$ cat config.mk
export PLATFORM = sky130hd
export DESIGN_NAME = shifter
export DESIGN_NICKNAME = d
export VERILOG_FILES = /design/src/rtl/shifter_pkg.sv /design/src/rtl/shifter_right_stage.sv /design/src/rtl/shifter.sv
export SDC_FILE = /design/constraint.sdc
export NUM_CORES = 1
export LEC_CHECK = 0
export CAP_MARGIN = 20
export CORE_MARGIN = 5
export CORE_UTILIZATION = 54
export DETAILED_ROUTE_END_ITERATION = 8
export PLACE_DENSITY = 0.84
export SYNTH_ARGS = -nofsm -noshare
export SYNTH_HDL_FRONTEND = slang
export SYNTH_SLANG_ARGS = --single-unit
export TNS_END_PERCENT = 5
$ cat constraint.sdc
create_clock -name clock -period 3.7 [get_ports clock]
set_input_delay 0.37 -clock clock [delete_from_list [all_inputs] [get_ports clock]]
set_output_delay 0.37 -clock clock [all_outputs]
set_load 0.1 [all_outputs]
$ cat src/rtl/shifter_pkg.sv
// Shared shifter constants: operation encodings, data and shift-amount widths,
// and the bit-reversal helper used to run left shifts through the right network.
package shifter_pkg;

    localparam int SHIFTER_DATA_W  = 32;
    localparam int SHIFTER_SHAMT_W = 5;

    typedef enum logic [1:0] {
        SHIFTER_OPERATION_LOGICAL_SHIFT_LEFT    = 2'b00,
        SHIFTER_OPERATION_LOGICAL_SHIFT_RIGHT   = 2'b01,
        SHIFTER_OPERATION_ARITHMETIC_SHIFT_RIGHT = 2'b10,
        SHIFTER_OPERATION_RESERVED              = 2'b11
    } shifter_op_e;

    // Mirror a data word end-for-end (bit 0 <-> bit 31).
    function automatic logic [SHIFTER_DATA_W-1:0] shifter_bit_reverse(
        input logic [SHIFTER_DATA_W-1:0] value
    );
        logic [SHIFTER_DATA_W-1:0] reversed;
        for (int i = 0; i < SHIFTER_DATA_W; i++) begin
            reversed[i] = value[SHIFTER_DATA_W-1-i];
        end
        return reversed;
    endfunction

endpackage

$ cat src/rtl/shifter_right_stage.sv
// One log stage of the right-shift network: conditionally shifts right by
// 2**SHIFT_LOG2, filling the vacated high bits with i_fill.
module shifter_right_stage #(
    parameter int DATA_W     = 32,
    parameter int SHIFT_LOG2 = 0
) (
    input  logic              i_enable,
    input  logic              i_fill,
    input  logic [DATA_W-1:0] i_data,
    output logic [DATA_W-1:0] o_data
);

    localparam int SHIFT = 1 << SHIFT_LOG2;

    logic [DATA_W-1:0] w_shifted;

    assign w_shifted = {{SHIFT{i_fill}}, i_data[DATA_W-1:SHIFT]};
    assign o_data    = i_enable ? w_shifted : i_data;

endmodule

$ cat src/rtl/shifter.sv
// 32-bit barrel shifter with a single registered output. Left shifts reuse the
// right-shift network by bit-reversing the operand going in and the result
// coming out; the fill bit distinguishes logical from arithmetic right shifts.
module shifter
    import shifter_pkg::*;
(
    input  logic                       clock,
    input  logic                       resetN,
    input  logic [1:0]                 operation,
    input  logic [SHIFTER_DATA_W-1:0]  leftOperand,
    input  logic [SHIFTER_SHAMT_W-1:0] rightOperand,
    output logic [SHIFTER_DATA_W-1:0]  result
);

    shifter_op_e                     w_op;
    logic                            w_is_left;
    logic                            w_is_sar;
    logic                            w_is_reserved;
    logic signed [SHIFTER_DATA_W-1:0] w_operand_s;
    logic                            w_fill;
    logic [SHIFTER_DATA_W-1:0]       w_stage [0:SHIFTER_SHAMT_W];
    logic [SHIFTER_DATA_W-1:0]       w_shifted;
    logic [SHIFTER_DATA_W-1:0]       w_next;
    logic [SHIFTER_DATA_W-1:0]       r_result_p0;

    // Operation decode
    assign w_op          = shifter_op_e'(operation);
    assign w_is_left     = (w_op == SHIFTER_OPERATION_LOGICAL_SHIFT_LEFT);
    assign w_is_sar      = (w_op == SHIFTER_OPERATION_ARITHMETIC_SHIFT_RIGHT);
    assign w_is_reserved = (w_op == SHIFTER_OPERATION_RESERVED);

    // Sign bit only feeds the fill for arithmetic shifts; logical fill is zero.
    // A left shift runs as a right shift of the reversed word, so its fill is
    // zero too and lands in the low bits after the output reversal.
    assign w_operand_s = leftOperand;
    assign w_fill      = w_is_sar & w_operand_s[SHIFTER_DATA_W-1];

    assign w_stage[0] = w_is_left ? shifter_bit_reverse(leftOperand) : leftOperand;

    genvar k;
    generate
        for (k = 0; k < SHIFTER_SHAMT_W; k++) begin : g_stage
            shifter_right_stage #(
                .DATA_W    (SHIFTER_DATA_W),
                .SHIFT_LOG2(k)
            ) u_stage (
                .i_enable (rightOperand[k]),
                .i_fill   (w_fill),
                .i_data   (w_stage[k]),
                .o_data   (w_stage[k+1])
            );
        end
    endgenerate

    assign w_shifted = w_is_left ? shifter_bit_reverse(w_stage[SHIFTER_SHAMT_W])
                                 : w_stage[SHIFTER_SHAMT_W];

    // Reserved code forces a clean zero rather than whatever the network produced.
    assign w_next = w_is_reserved ? '0 : w_shifted;

    // Result register: loads every edge, synchronous active-low clear has priority.
    always_ff @(posedge clock) begin
        if (!resetN) begin
            r_result_p0 <= '0;
        end else begin
            r_result_p0 <= w_next;
        end
    end

    assign result = r_result_p0;

endmodule

==> metrics.yaml <==
clock_path_buffers: 2
crit_type: "input port to register"
dp_cells: 490
largest_reg_flops: 32
fin_crit_sh_pct: 86.2
outcome: "finished, final reports clean"
wire_per_inst_um: 24.1
synthFlopType: "dfxtp_1"
combPwrFrac_pct: 52.0
drc_errors: 0
track_usage_pct: 28.6
postRouteAntennaNets: 0
netlist_area_um2: 3430
die_y_um: 89.7
clkSinkCount: 32
crit_path_start: "operation[1]"
leakagePower_nw: 1.61
post_cts_resized: 0
cts_root_buffer: "clkbuf_8"
cp-start-kind: "input port"
max_cap_violations: 0
finalHoldViolations: 0
first_pass_iters: 5
cts.htree.levels: 2
slew_headroom_pct: 33.5
final_layout_size_suffix_gt1_share_pct: 21.1
synthToLayoutAreaGrowth_pct: 27.1
syn-num-nets: 395
grt_pass1_vias: 3345
ys_ff_latch: 32
final_common_cell: "clkdlybuf4s50_1"
power_frac_seq_pct: 25.7
post-route-min-period_ps: 3190
start_util_pct: 54.7
slew_viol_final: 0
cp_data_arrival_time_ps: 3350
rsz0062_at_grt: "no"
dpl.hpwl_mm: 9.48
via_per_inst: 7.20
io_pins: 73
fin_util_pct: 69.5
critPathCapture: "result[27]$_SDFF_PP0_"
vdd.ir_drop.worst_mv: 0.282
swShare_pct: 42.1
ys_seq_area_share_pct: 18.7
yosysTopAreaCellShare_pct: 28.2
final_cells: 499
hp-class: "input port to register"
postCtsHoldBufs: 0
ys_types: 55
fin_tns_setup_ps: 0
synth_area_leaders: "mux4_2 (28%), dfxtp_1 (19%), mux2i_1 (7.3%)"
hp-start: "resetN"
switchingPower_mw: 0.621
overflow: 0
drtIter0Drc: 374
place.gp.congestion: 1.02
finalWirelength_mm: 12.0
cts_tree: "done"
cts_made_buffers: 5
num_rows: 29
synth_edf_count: 0
yosysWarnings: 0
p_total_mw: 1.47
cp-end-kind: "register"
fmax_mhz: 313
required_ps: 3860
die_w_um: 89.7
worstMarginPinSlew_ps: 994
synth_largest_area_cell: "mux4_2"
dieArea_um2: 8050
diodes: 0
setup_viol: 0
cts_setup_buffers: 0
grt_pass1_wl_mm: 18.7
grt_max_degree: 26
power_frac_clock_pct: 22.2
grt_antenna_before_repair: 0
final_cell_mix: "clkdlybuf4s50_1 (72), mux4_2 (43), nand2_1 (39)"
core-area_um2: 6280
io_buffers: 72
layout.nets: 462
power.density_nw_per_um2: 338
clk_pin_slew_ps: 70
ys_async_sr_fraction_pct: 0
avgSynthCellArea_um2: 9.70
worstPathMaxFanout: 13
p_int_mw: 0.852
via_count: 3595
syn_inst: 354
timing.hold.ws_ps: 959
## worst max-delay path: stages
cell	delay [ps]
clkdlybuf4s50_1	750
or2_4	350
mux4_1	670
mux2_2	300
mux4_2	510
o221ai_1	280
o22ai_1	110
## routing by layer
metal  routed length (um)  up-vias  global-route usage (%)
met1                 4440     1734                    38.2
li1                     -     1562                       -
met2                 5810      258                    46.1
met4                  483        0                    11.7
met5                    0        -                       0
met3                 1300       41                    4.76
## cell type report
cell class | count | area [um2]
Clock inverter | 2 | 35.0
Multi-Input combinational cell | 281 | 2600
Inverter | 6 | 22.5
Sequential cell | 32 | 641
Timing Repair Buffer | 95 | 893
Fill cell | 517 | 1920
Tap cell | 77 | 96.3
Clock buffer | 6 | 72.6
## cell families (layout without fill, tap and decap cells)
family | after synthesis | after routing | share of synthesized area [%]
XOR/XNOR | 1 | 1 | 0.255
AO/OA/AOI/OAI | 118 | 118 | 23.7
multiplexers | 80 | 80 | 40.8
AND/OR/NAND/NOR | 82 | 82 | 11.1
buffers and inverters | 41 | 109 | 5.54
flip-flops | 32 | 32 | 18.7
## synthesized netlist by cell type, drive strengths merged, types with 2 or more instances
| library cell | n |
|---|---|
| o32ai | 3 |
| mux4 | 46 |
| a32o | 2 |
| a32oi | 3 |
| clkbuf | 22 |
| a31oi | 3 |
| o21ai | 24 |
| buf | 13 |
| a21o | 7 |
| o22ai | 15 |
| o31ai | 3 |
| o211ai | 6 |
| o311ai | 2 |
| dfxtp | 32 |
| a22oi | 4 |
| and2 | 5 |
| o2bb2ai | 2 |
| nor2 | 17 |
| mux2i | 25 |
| a21oi | 18 |
| inv | 6 |
| nand2 | 39 |
| nor2b | 2 |
| nand3 | 9 |
| o21a | 2 |
| a22o | 3 |
| nor3 | 4 |
| a221oi | 2 |
| a21boi | 4 |
| mux2 | 9 |
| o221ai | 3 |
| a211oi | 5 |
## worst min path at each step
stage,end,slack [ps],cells past startpoint
2_1_floorplan,result[10]$_SDFF_PP0_,660,3
3_3_place_gp,result[12]$_SDFF_PP0_,1190,3
3_5_place_dp,result[12]$_SDFF_PP0_,1210,3
4_1_cts,result[12]$_SDFF_PP0_,910,3
5_1_grt,result[12]$_SDFF_PP0_,990,3
6_report,result[12]$_SDFF_PP0_,960,3
## power groups by stage
stage / clock network, mW / logic (mW) / registers (mW)
2_1_floorplan: 0 / 0.333 / 0.580
3_3_place_gp: 0 / 0.747 / 0.385
3_5_place_dp: 0 / 0.752 / 0.386
4_1_cts: 0.327 / 0.754 / 0.379
5_1_grt: 0.344 / 0.798 / 0.381
6_report: 0.328 / 0.766 / 0.379
## through the flow
| step | setup slack (ps) | area, um2 |
|---|---|---|
| 2_1_floorplan | 1090 | 3430 |
| 3_3_place_gp | 333 | 4250 |
| 3_5_place_dp | 208 | 4250 |
| 4_1_cts | 506 | 4350 |
| 5_1_grt | 417 | 4360 |
| 6_report | 509 | 4360 |
(Power assumes the default switching activity.)
